$ cat src/rtl/ba_pkg.sv
// Shared types and constants for the Gen5 128b/130b block-alignment controller.
//   ba_state_e     : controller FSM states
//   EIEOS_ZERO/ONE : the two symbol values that make up an EIEOS
//   EIEOS_HALF_RUN : run length of each 0x00 / 0xFF group inside an EIEOS
package ba_pkg;

    typedef enum logic [2:0] {
        StIdle,
        StHunt,
        StSlipWait,
        StVerify,
        StAligned
    } ba_state_e;

    localparam logic [7:0]  EIEOS_ZERO     = 8'h00;
    localparam logic [7:0]  EIEOS_ONE      = 8'hFF;
    localparam int unsigned EIEOS_HALF_RUN = 4;

    // True for symbols that can legally appear in an EIEOS. A mismatch on such a
    // symbol means only the symbol phase is wrong, not the bit phase.
    function automatic logic is_eieos_sym(input logic [7:0] sym);
        return (sym == EIEOS_ZERO) || (sym == EIEOS_ONE);
    endfunction

    // Expected bit value of EIEOS symbol idx (0 for the 0x00 runs, 1 for 0xFF).
    function automatic logic eieos_bit(input int unsigned idx);
        return ((idx / EIEOS_HALF_RUN) % 2) != 0;
    endfunction

endpackage

$ cat src/rtl/ba_block_counter.sv
// Symbol index counter, 0..MODULUS-1 with wrap. Used as the EIEOS symbol index
// while verifying and as the block symbol index once aligned.
//   rx_clk, rx_rst : clock, async active-low reset
//   clr_i          : synchronous clear to 0 (wins over inc_i)
//   inc_i          : advance by one (valid-gated by the caller)
//   count_o        : registered index
//   count_next_o   : index that will be registered on the next edge
module ba_block_counter #(
    parameter int unsigned WIDTH   = 4,
    parameter int unsigned MODULUS = 16
) (
    input  logic             rx_clk,
    input  logic             rx_rst,
    input  logic             clr_i,
    input  logic             inc_i,
    output logic [WIDTH-1:0] count_o,
    output logic [WIDTH-1:0] count_next_o
);

    logic [WIDTH-1:0] count_q, count_d;

    always_comb begin
        count_d = count_q;
        if (clr_i) begin
            count_d = '0;
        end else if (inc_i) begin
            count_d = (count_q == WIDTH'(MODULUS - 1)) ? '0 : count_q + WIDTH'(1);
        end
    end

    always_ff @(posedge rx_clk or negedge rx_rst) begin
        if (!rx_rst) begin
            count_q <= '0;
        end else begin
            count_q <= count_d;
        end
    end

    assign count_o      = count_q;
    assign count_next_o = count_d;

endmodule

$ cat src/rtl/ba_align_ctrl.sv
// Per-lane Gen5 block-alignment controller (rx_clk domain). Hunts for the EIEOS
// pattern, drives the lane's EIEOS expected-flag generator, requests bit slips
// from the deserializer until the pattern locks, then marks 16-symbol blocks.
//   rx_clk, rx_rst   : recovered clock, async active-low reset
//   soft_rst         : sync active-high reset, highest priority
//   ba_enable        : 128b/130b alignment enabled by the LTSSM
//   realign_req      : sync-header error, forces a re-hunt
//   rx_symbol(_valid): deserialized symbol and qualifier
//   exp_flag         : generator expected bit (registered, 1-cycle latency)
//   flag_en, symbols_count, rst_flag : generator control
//   slip_req         : one-cycle bit-slip request
//   block_aligned    : alignment achieved (level)
//   block_start      : symbol 0 of an aligned block (pulse)
//   align_err        : EIEOS verify failure (pulse)
module ba_align_ctrl
    import ba_pkg::*;
#(
    parameter int unsigned SYMBOL_COUNT_WIDTH = 4,
    parameter int unsigned EIEOS_SYMS         = 16,
    parameter int unsigned SLIP_WAIT          = 4,
    parameter int unsigned SLIP_WAIT_W        = 3
) (
    input  logic                          rx_clk,
    input  logic                          rx_rst,
    input  logic                          soft_rst,
    input  logic                          ba_enable,
    input  logic                          realign_req,
    input  logic [7:0]                    rx_symbol,
    input  logic                          rx_symbol_valid,
    input  logic                          exp_flag,
    output logic                          flag_en,
    output logic [SYMBOL_COUNT_WIDTH-1:0] symbols_count,
    output logic                          rst_flag,
    output logic                          slip_req,
    output logic                          block_aligned,
    output logic                          block_start,
    output logic                          align_err
);

    ba_state_e               state_q, state_d;
    logic [SLIP_WAIT_W-1:0]  wait_q, wait_d;
    logic [SYMBOL_COUNT_WIDTH-1:0] idx_q, idx_d;
    logic                    idx_clr, idx_inc;
    logic                    rst_flag_c;

    ba_block_counter #(
        .WIDTH   (SYMBOL_COUNT_WIDTH),
        .MODULUS (EIEOS_SYMS)
    ) u_idx (
        .rx_clk       (rx_clk),
        .rx_rst       (rx_rst),
        .clr_i        (idx_clr),
        .inc_i        (idx_inc),
        .count_o      (idx_q),
        .count_next_o (idx_d)
    );

    always_comb begin
        state_d     = state_q;
        wait_d      = wait_q;
        idx_clr     = 1'b0;
        idx_inc     = 1'b0;
        flag_en     = 1'b0;
        rst_flag_c  = 1'b0;
        slip_req    = 1'b0;
        block_start = 1'b0;
        align_err   = 1'b0;

        if (soft_rst) begin
            // Every output stays 0 while the soft reset is held.
            state_d = StIdle;
            wait_d  = '0;
            idx_clr = 1'b1;
        end else if (!ba_enable) begin
            state_d    = StIdle;
            wait_d     = '0;
            idx_clr    = 1'b1;
            rst_flag_c = 1'b1;
        end else begin
            unique case (state_q)
                StIdle: begin
                    rst_flag_c = 1'b1;
                    idx_clr    = 1'b1;
                    state_d    = StHunt;
                end
                StHunt: begin
                    if (rx_symbol_valid) begin
                        if (rx_symbol == EIEOS_ZERO) begin
                            // Symbol 0 matched; index 0 -> 1 and load the generator.
                            flag_en = 1'b1;
                            idx_inc = 1'b1;
                            state_d = StVerify;
                        end else if (rx_symbol != EIEOS_ONE) begin
                            slip_req = 1'b1;
                            wait_d   = '0;
                            state_d  = StSlipWait;
                        end
                    end
                end
                StSlipWait: begin
                    // Deserializer settle window; data is ignored, valid or not.
                    if (wait_q == SLIP_WAIT_W'(SLIP_WAIT - 1)) begin
                        wait_d  = '0;
                        state_d = StHunt;
                    end else begin
                        wait_d = wait_q + SLIP_WAIT_W'(1);
                    end
                end
                StVerify: begin
                    if (rx_symbol_valid) begin
                        if (rx_symbol == {8{exp_flag}}) begin
                            flag_en = 1'b1;
                            idx_inc = 1'b1;
                            if (idx_q == SYMBOL_COUNT_WIDTH'(EIEOS_SYMS - 1)) begin
                                state_d = StAligned;
                            end
                        end else begin
                            align_err  = 1'b1;
                            rst_flag_c = 1'b1;
                            idx_clr    = 1'b1;
                            if (is_eieos_sym(rx_symbol)) begin
                                // Bit phase is fine, only the symbol phase is off.
                                state_d = StHunt;
                            end else begin
                                slip_req = 1'b1;
                                wait_d   = '0;
                                state_d  = StSlipWait;
                            end
                        end
                    end
                end
                StAligned: begin
                    if (realign_req) begin
                        rst_flag_c = 1'b1;
                        idx_clr    = 1'b1;
                        state_d    = StHunt;
                    end else if (rx_symbol_valid) begin
                        idx_inc     = 1'b1;
                        block_start = (idx_q == '0);
                    end
                end
                default: begin
                    state_d = StIdle;
                    idx_clr = 1'b1;
                    wait_d  = '0;
                end
            endcase
        end
    end

    always_ff @(posedge rx_clk or negedge rx_rst) begin
        if (!rx_rst) begin
            state_q <= StIdle;
            wait_q  <= '0;
        end else begin
            state_q <= state_d;
            wait_q  <= wait_d;
        end
    end

    // IDLE requests a generator clear, but not while a reset is being applied.
    assign rst_flag      = rst_flag_c & rx_rst;
    assign block_aligned = (state_q == StAligned) && !soft_rst;
    // Next expected EIEOS symbol; meaningless once aligned, so held at 0 there.
    assign symbols_count = (state_q == StAligned) ? '0 : idx_d;

endmodule

$ cat config.mk
export PLATFORM = sky130hd
export DESIGN_NAME = ba_align_ctrl
export DESIGN_NICKNAME = d
export VERILOG_FILES = /design/src/rtl/ba_pkg.sv /design/src/rtl/ba_block_counter.sv /design/src/rtl/ba_align_ctrl.sv
export SDC_FILE = /design/constraint.sdc
export NUM_CORES = 1
export LEC_CHECK = 0
export ABC_CLOCK_PERIOD_IN_PS = 5140
export BUFFER_PORTS_ARGS = -buffer_cell sky130_fd_sc_hd__buf_2
export CORE_ASPECT_RATIO = 0.9
export CORE_MARGIN = 2
export CORE_UTILIZATION = 45
export DETAILED_ROUTE_END_ITERATION = 10
export GPL_TIMING_DRIVEN = 0
export PLACE_DENSITY = 0.72
export SLEW_MARGIN = 10
export SYNTH_ARGS = -nofsm -noshare
export SYNTH_HDL_FRONTEND = slang
export SYNTH_HIERARCHICAL = 1
export SYNTH_SLANG_ARGS = --single-unit
export TNS_END_PERCENT = 50
$ cat constraint.sdc
create_clock -name rx_clk -period 5.14 [get_ports rx_clk]
set_input_delay 0.257 -clock rx_clk [delete_from_list [all_inputs] [get_ports rx_clk]]
set_output_delay 0.257 -clock rx_clk [all_outputs]
set_load 0.03 [all_outputs]
==> results of run 1 <==
-- logic make-up after synthesis --
logic type,share of synthesized area [%]
DFF,31.5
buffers and inverters,1.42
and+or+nand+nor,34.5
muxes,5.52
AOI/OAI and AO/OA,21.6
xor gates and xnor gates,2.21
adders and majority gates,3.15
-- per-stage QoR --
step	instance area [sq um]	hold slack (ns)	util (%)
after floorplan	793	-0.0386	-
after global placement	943	0.129	56.7
after detailed placement	943	0.136	56.7
after CTS	990	0.369	59.5
after global routing	990	0.384	59.5
final	990	0.378	59.5
-- layer usage --
layer / vias to the layer above / share of wire, % / wire length (um) / track usage (%)
met4: 0 / 0.57 / 11 / 10.8
met5: - / 0 / 0 / 0
met3: 2 / 6.0 / 115 / 2.50
met2: 22 / 49 / 931 / 34.5
met1: 356 / 45 / 860 / 26.9
li1: 408 / - / - / -
-- layout by cell type (no fill, tap or decap), types with 2 or more instances in the layout --
| master | count |
|---|---|
| a21oi_1 | 6 |
| and2_1 | 4 |
| buf_2 | 24 |
| clkbuf_4 | 3 |
| dfrtp_1 | 10 |
| ha_1 | 2 |
| inv_1 | 2 |
| mux2_1 | 2 |
| nand2_1 | 8 |
| nand2b_1 | 2 |
| nand4_1 | 3 |
| nor2_1 | 13 |
| nor2b_1 | 4 |
| nor3_1 | 3 |
| nor4_1 | 2 |
| o21ai_0 | 2 |
| or3b_1 | 2 |
| or4_1 | 2 |
-- final cells by class --
cell class | instances | area (sq um)
repair buffers | 25 | 130
clock buffers | 4 | 36.3
well taps | 24 | 30.0
flip-flops and latches | 10 | 250
fillers | 160 | 674
multi-input cells | 80 | 532
plain buffers | 1 | 3.75
inverters | 2 | 7.51
-- timing repair --
item                                   CTS  global route
resized for setup                        0             0
hold buffers                             1             0
endpoints found under the hold margin   10             0
-- synthesized netlist by cell type (all sizes together) --
cell,n
a31oi,1
o21a,1
a21oi,7
clkbuf,1
o211a,1
xor2,1
nor2b,4
mux2i,1
xnor2,1
a21boi,1
nor3,4
or2,2
a221oi,1
nand2b,2
and4,1
or3,1
o21ai,3
nand2,8
inv,2
o2111ai,1
nor4,2
a211oi,1
or4,3
and2,4
nand4,3
or3b,2
a311oi,1
mux2,3
a31o,1
o31ai,2
ha,2
nand3,1
nor2,13
dfrtp,10
a32o,1
-- worst max-delay path by stage --
stage / slack (ns) / end / cells after the start / start
2_1_floorplan: 2.56 / symbols_count[3] / 9 / rx_symbol[3]
3_3_place_gp: 2.24 / symbols_count[3] / 11 / rx_symbol[3]
3_5_place_dp: 2.24 / symbols_count[3] / 11 / rx_symbol[3]
4_1_cts: 2.09 / symbols_count[3] / 8 / state_q[0]$_DFFE_PN0P_
5_1_grt: 1.90 / symbols_count[3] / 8 / state_q[2]$_DFFE_PN0P_
6_report: 2.07 / symbols_count[3] / 8 / state_q[0]$_DFFE_PN0P_
-- power breakdown --
group	internal (mW)	switching (mW)
Combinational	0.00947	0.0143
Clock	0.0430	0.0278
Sequential	0.0795	0.00114
Total	0.132	0.0432
-- flip-flops by register name, summed over array words and instances (netlist names) --
signal and flops:
u_idx/count_o 4, state_q 3, wait_q 3
==> impl_metrics.yaml, run 1 <==
cells_and_area:
  drive_gt1_share_pct: 28.7
  syn_to_final_growth_pct: 24.8
  instances_no_fill: 146
  n_antenna_cell: 0
  nets: 140
global_routing:
  antenna_found_initial: 0
  grt_pass1_vias: 741
  grt_max_degree: 12
  overflow: 0
  grt_use_total_pct: 21.3
  grt_pass1_wl_mm: 3.13
setup_path:
  crit_buf_inv: 1
  crit_path_max_incr_delay_ns: 0.52
  cp.arrival_ns: 2.81
  r2r_start: "state_q[0]$_DFFE_PN0P_"
  cp-start-kind: "register"
  worstSetupPathType: "register to primary output"
  rrSetupSlack_ns: 2.84
  cpMostUsedCell: "a21oi_1"
  cp-end-kind: "primary output"
  rr_worst_depth: 6
  slowest_stage: "or3b_1"
  required_ns: 4.88
  crit_chain: "or3b_1, or2_1, a21oi_1, nand2_1, or3_1, a21oi_1, and2_1, buf_2"
  crit_fanout: 7
  cpLargestDelayFamily: "simple AND/OR/NAND/NOR gates"
  r2r-end: "u_idx/count_o[3]$_DFF_PN0_"
floorplanning:
  ios: 25
  die_h_um: 43.8
  row_count: 14
  fp.dieArea_sq_um: 2120
  die_w_um: 48.3
  core-area_sq_um: 1660
  start_util_pct: 47.7
detailed_routing:
  viasPerCell: 5.40
  routedWlPerCell_um: 13.1
  num_vias: 788
  first_pass_iters: 7
  antenna_left: 0
  drtIter0Drc: 11
  post-route-drc-count: 0
  wl_mm: 1.92
sta:
  fin_ws_ns: 2.07
  tns_ns: 0
  final.min_clock_period_ns: 3.07
  slew_headroom_pct: 70.7
  period_share_pct: 59.7
  setup_viol: 0
  hold_viol: 0
  rsz0062_at_grt: "false"
  drv_slew: 0
  worstMarginPinSlew_ns: 0.439
  fmax_ghz: 0.326
  fin_skew_ns: 0.00662
placement:
  dp_hpwl_mm: 1.51
  io_buffers: 24
  dp_slack_ns: 2.24
  gp_congestion: 0.850
  dp.cells: 141
yosys:
  synth_area_leaders: "dfrtp_1 32%, nor2_1 6.2%, a21oi_1 3.8%"
  synth_cell_types: 42
  syn_area_sq_um: 793
  synth_top_area_share_pct: 31.5
  synth_fp_nets: 110
  synthCells: 93
  yosys_warnings: 6
  synth_top_cell_by_area: "dfrtp_1"
  syn_avg_cell_area_sq_um: 8.53
  seq_area_frac_synth_pct: 31.5
  ys_ff_latch: 10
min_path:
  hp-class: "input port to async pin"
outcome:
  status: "complete, no violations"
pwr:
  vdd_drop_max_mv: 0.147
  power_mw: 0.175
  powerDensity_nw_per_um2: 177
  leakage_nw: 0.441
clocking:
  clk_latency_ns: 0.27
  path_clk_slew_ns: 0.07
  cts_buffer_depth: 2
  postCtsSetupBuffers: 0
  clock-root-buffer: "clkbuf_4"
  clock-sinks: 10
  cts_inserted_buffers: 3
  htreeDepth: 1
  cts_tree: "yes"
flow_run:
  cap_violations: 0
Power figures use the tool's default switching activity.
==> run 2: changes to the inputs <==
ABC_AREA = 1   (was not set)
ABC_CLOCK_PERIOD_IN_PS = 3100   (was 5140)
PLACE_DENSITY = 0.71   (was 0.72)
clock period = 3.1 ns   (was 5.14 ns; I/O delays follow)
==> run 2 against run 1 <==
Sequential share of layout area decreased by 1.9 points. Non-clock buffer count down 1. Sequential power increased by 67%. Largest cell class unchanged.
==> impl_metrics.yaml, run 2 <==
yosys:
  yosys_warnings: 6
  synth_cell_types: 21
  synthCells: 145
  synthMostInstantiatedCell: "nand2_1"
  synth_area_leaders: "dfrtp_1 28%, nand2_1 19%, inv_1 7.2%"
  async_reset_ff_share_pct: 100
  seq_area_frac_synth_pct: 28.2
  synth_edf_count: 0
  synth_top_cell_by_area: "dfrtp_1"
  ys_ff_latch: 10
  synthTopCellsByCount: "44 x nand2_1, 17 x inv_1, 16 x nor2_1"
  synth-compound-area-share_pct: 10.4
  synth_top_family_by_area: "simple AND/OR/NAND/NOR gates"
  synthMuxAreaShare_pct: 0
  syn_avg_cell_area_sq_um: 6.12
  syn_area_sq_um: 887
  synthSimpleGateAreaFrac_pct: 48.8
  synth_top_area_share_pct: 28.2
  synth_fp_nets: 162
  ys.flop_type: "dfrtp_1"
  synthXorXnorAreaFrac_pct: 0
  synthAdderAreaFrac_pct: 2.82
floorplanning:
  row_count: 15
  ios: 25
  start_util_pct: 46.8
  die_w_um: 50.8
  fp.dieArea_sq_um: 2340
  core-area_sq_um: 1900
  die_h_um: 46.1
global_routing:
  grt_pass1_vias: 803
  grt_use_total_pct: 19.7
  grt_max_degree: 12
  overflow: 0
  grt_pass1_wl_mm: 3.39
  antenna_found_initial: 0
detailed_routing:
  m1WireLength_um: 944
  routedWlPerCell_um: 10.2
  wl_mm: 2.03
  route.met3.wl_um: 175
  viasPerCell: 5.04
  num_vias: 998
  antenna_left: 0
  first_pass_iters: 4
  dr_wl_met2_um: 900
  highest_layer: "met4"
  drtIter0Drc: 32
  post-route-drc-count: 0
setup_path:
  crit_fanout: 8
  rrSetupSlack_ns: 1.34
  cp-end-kind: "primary output"
  worstSetupPathType: "register to primary output"
  cp-start-kind: "register"
  required_ns: 2.94
  r2r_start: "state_q[2]$_DFFE_PN0P_"
  cp.arrival_ns: 2.28
  r2r-end: "u_idx/count_o[3]$_DFF_PN0_"
  rr_worst_depth: 13
sta:
  hold_viol: 0
  tns_ns: 0
  slew_headroom_pct: 83.2
  rsz0062_at_grt: "false"
  period_share_pct: 78.5
  setup_viol: 0
  drv_slew: 0
  fin_skew_ns: 0.00366
  final.min_clock_period_ns: 2.43
  worstMarginPinSlew_ns: 0.253
  fmax_ghz: 0.411
clocking:
  clk_latency_ns: 0.26
  path_clk_slew_ns: 0.06
  clock-sinks: 10
  postCtsSetupBuffers: 0
  cts_resized: 0
  htreeDepth: 1
  clock-root-buffer: "clkbuf_4"
  cts_buffer_depth: 2
  cts_inserted_buffers: 3
  holdBufCountCts: 1
  cts_tree: "yes"
cells_and_area:
  finish.utilization_pct: 56.5
  nets: 192
  largest_reg_flops: 4
  n_antenna_cell: 0
  layout_commonest_cell: "nand2_1"
  instances_no_fill: 198
  drive_gt1_share_pct: 28.3
  syn_to_final_growth_pct: 20.7
  final_cell_mix: "44 x nand2_1, 24 x buf_2, 17 x inv_1, 16 x nor2_1, 10 x dfrtp_1"
placement:
  dp.cells: 194
  dp_hpwl_mm: 1.67
  io_buffers: 24
  gp_congestion: 0.849
pwr:
  leakage_nw: 0.591
  power_mw: 0.278
  vdd_drop_max_mv: 0.161
  powerDensity_nw_per_um2: 260
min_path:
  hp-class: "input port to register"
  min_to: "wait_q[2]$_DFFE_PN0P_"
  hp-start: "ba_enable"
  hold_path_depth: 3
outcome:
  status: "complete, no violations"
flow_run:
  cap_violations: 0
## run 2: through the flow
stage	instance area, sq um	setup WS [ns]	hold slack (ns)
floorplan	887	1.04	-0.141
global placement	1040	1.03	0.0361
detailed placement	1040	0.975	0.0349
CTS	1070	0.674	0.179
global route	1070	0.453	0.190
finish	1070	0.666	0.183
## run 2: kinds of logic (layout without fill, tap and decap cells)
| kind of cell | after synthesis | in the layout |
|---|---|---|
| flip-flops | 10 | 10 |
| buffers and inverters | 23 | 51 |
| AND/OR/NAND/NOR | 92 | 92 |
| AO/OA/AOI/OAI | 18 | 18 |
| adder cells (fa/ha/maj) | 2 | 2 |
## run 2: worst max-delay path by stage
stage | from | end | slack, ns
floorplan | state_q[2]$_DFFE_PN0P_ | symbols_count[3] | 1.04
global placement | rx_symbol[7] | symbols_count[3] | 1.03
detailed placement | state_q[2]$_DFFE_PN0P_ | symbols_count[3] | 0.97
finish | state_q[2]$_DFFE_PN0P_ | symbols_count[3] | 0.67
CTS | state_q[2]$_DFFE_PN0P_ | symbols_count[3] | 0.67
global route | state_q[2]$_DFFE_PN0P_ | symbols_count[3] | 0.45
## run 2: final cells by class
class                           instances  area [sq um]
Timing Repair Buffer                   25           130
Inverter                               23          86.3
Tap cell                               25          31.3
Clock buffer                            3          22.5
Multi-Input combinational cell        112           551
Fill cell                             195           825
Sequential cell                        10           250
## run 2: layer usage
layer  GRT usage, %  up-vias
met5              0        -
met4           3.24        0
met3           5.84        2
met2           31.6       43
met1           26.9      436
li1               -      517
## run 2: worst max-delay path, stage by stage (launching register included)
cell,delay [ns]
dfrtp_1,0.44
nor2_2,0.17
inv_2,0.07
nor2_2,0.10
nand2_1,0.08
nand2_1,0.07
nand2_1,0.06
nand2_1,0.06
nand2_1,0.04
inv_1,0.18
nand2_1,0.08
o21ai_1,0.14
nand2_1,0.07
nor2_1,0.13
inv_1,0.05
nor2_1,0.09
buf_2,0.20
## run 2: power breakdown
| part | internal (mW) | total (mW) | leakage [nW] | switching, mW |
|---|---|---|---|---|
| sequential | 0.133 | 0.135 | 0.138 | 0.00271 |
| clock | 0.0447 | 0.0862 | 0.0138 | 0.0414 |
| combinational | 0.0198 | 0.0566 | 0.438 | 0.0368 |
==> run 3: changes to the inputs <==
ABC_CLOCK_PERIOD_IN_PS = 2500   (was 3100)
clock period = 2.5 ns   (was 3.1 ns; I/O delays follow)
==> run 3 against run 2 <==
Count of clock-buffer cells in the layout did not move. Clock power rose by 24%. Clock skew about the same. Combinational power is 24% higher. Die area is the same. Power grew 24%. Critical endpoint unchanged. Highest routed layer unchanged.
==> impl_metrics.yaml, run 3 (same netlist as run 2, synthesis figures left out) <==
clocking:
  clock-root-buffer: "clkbuf_4"
  cts_tree: "yes"
  clk_latency_ns: 0.26
  path_clk_slew_ns: 0.06
  cts_inserted_buffers: 3
  clock-sinks: 10
  cts_buffer_depth: 2
  htreeDepth: 1
min_path:
  min_to: "wait_q[2]$_DFFE_PN0P_"
  hp-class: "input port to register"
  hp-start: "ba_enable"
  hold_path_depth: 3
cells_and_area:
  syn_to_final_growth_pct: 21.2
  nFillCells: 195
  final_cell_mix: "44 x nand2_1, 23 x buf_2, 16 x inv_1, 16 x nor2_1"
  layout_commonest_cell: "nand2_1"
  drive_gt1_share_pct: 29.5
  n_antenna_cell: 0
  nets: 192
  largest_reg_flops: 4
floorplanning:
  ios: 25
  row_count: 15
  fp.dieArea_sq_um: 2340
  die_w_um: 50.8
  start_util_pct: 46.8
  core-area_sq_um: 1900
  die_h_um: 46.1
global_routing:
  grt_util_met2_pct: 31.6
  antenna_found_initial: 0
  grt_use_total_pct: 19.7
  grt_use_met1_pct: 26.9
  grt_pass1_vias: 803
  grtUsageMet3_pct: 5.84
  grt.busiest_layer: "met2"
  grt_pass1_wl_mm: 3.39
  overflow: 0
  grt_max_degree: 12
setup_path:
  rrSetupSlack_ns: 0.82
  r2r-end: "u_idx/count_o[3]$_DFF_PN0_"
  crit_fanout: 8
  cp-end-kind: "primary output"
  rr_worst_depth: 13
  worstSetupPathType: "register to primary output"
  cp-start-kind: "register"
  r2r_start: "state_q[2]$_DFFE_PN0P_"
  cp.arrival_ns: 2.18
  required_ns: 2.38
sta:
  slew_headroom_pct: 83.2
  worstMarginPinSlew_ns: 0.252
  hold-worst-slack_ns: 0.152
  final.min_clock_period_ns: 2.30
  tns_ns: 0
  hold_viol: 0
  drv_slew: 0
  fin_skew_ns: 0.00396
  rsz0062_at_grt: "false"
  setup_viol: 0
  fmax_ghz: 0.435
  period_share_pct: 92.0
placement:
  io_buffers: 24
  dp_hpwl_mm: 1.67
  gp_congestion: 0.849
detailed_routing:
  first_pass_iters: 4
  num_vias: 992
  wl_mm: 2.04
  post-route-drc-count: 0
  routedWlPerCell_um: 10.3
  viasPerCell: 5.01
  antenna_left: 0
  drtIter0Drc: 28
pwr:
  vdd_drop_max_mv: 0.199
  powerDensity_nw_per_um2: 321
  leakage_nw: 0.586
outcome:
  status: "complete, no violations"
flow_run:
  cap_violations: 0
run 3: cell type report:
type | count | area [sq um] | area share [%]
flip-flops and latches | 10 | 251 | 23.4
well taps | 25 | 31.3 | 2.91
repair buffers | 25 | 133 | 12.3
inverters | 23 | 86.3 | 8.03
multi-input cells | 112 | 551 | 51.2
clock buffers | 3 | 22.5 | 2.10
run 3: worst max-delay path by stage:
| stage | slack, ns | start | end | cells after the start |
|---|---|---|---|---|
| floorplan | 0.47 | state_q[2]$_DFFE_PN0P_ | symbols_count[3] | 15 |
| global placement | 0.46 | state_q[2]$_DFFE_PN0P_ | symbols_count[3] | 16 |
| detailed placement | 0.40 | state_q[2]$_DFFE_PN0P_ | symbols_count[3] | 16 |
| CTS | 0.10 | state_q[2]$_DFFE_PN0P_ | symbols_count[3] | 16 |
| global route | 0.01 | state_q[2]$_DFFE_PN0P_ | symbols_count[3] | 16 |
| finish | 0.20 | state_q[2]$_DFFE_PN0P_ | symbols_count[3] | 16 |
run 3: what timing repair did:
item,4_1_cts,5_1_grt
endpoints found under the setup margin,0,3
hold buffers,1,0
gates resized for setup,0,4
setup buffers,0,0
endpoints found under the hold margin,10,0
run 3: per-layer routing:
metal	vias up	wire, um	part of all wire [%]
li1	517	-	-
met1	436	972	48
met2	37	903	44
met3	2	151	7.4
met4	0	8	0.39
met5	-	0	0
run 3: where the power goes:
part	internal [mW]	total, mW	switching, mW
clock	0.0555	0.107	0.0517
sequential	0.164	0.168	0.00336
combinational	0.0246	0.0702	0.0456
total	0.245	0.345	0.101
run 3: stage by stage:
step | util [%] | instances | power, mW | area (sq um) | setup WS, ns
finish | 56.7 | 198 | 0.345 | 1070 | 0.199
global route | 56.7 | 198 | 0.365 | 1070 | 0.0146
CTS | 56.5 | 198 | 0.350 | 1070 | 0.104
detailed placement | 54.8 | 194 | 0.240 | 1040 | 0.405
global placement | 54.8 | 194 | 0.238 | 1040 | 0.465
floorplan | - | 145 | 0.212 | 887 | 0.470
run 3: critical path, cell delays in order, from the launching register on:
cell and delay [ns]:
dfrtp_2 0.44, nor2_2 0.15, inv_2 0.07, nor2_2 0.10, nand2_1 0.08, nand2_1 0.07
nand2_1 0.06, nand2_1 0.06, nand2_1 0.05, inv_2 0.12, nand2_1 0.06, o21ai_1 0.13
nand2_1 0.07, nor2_1 0.13, inv_1 0.05, nor2_1 0.10, buf_4 0.16
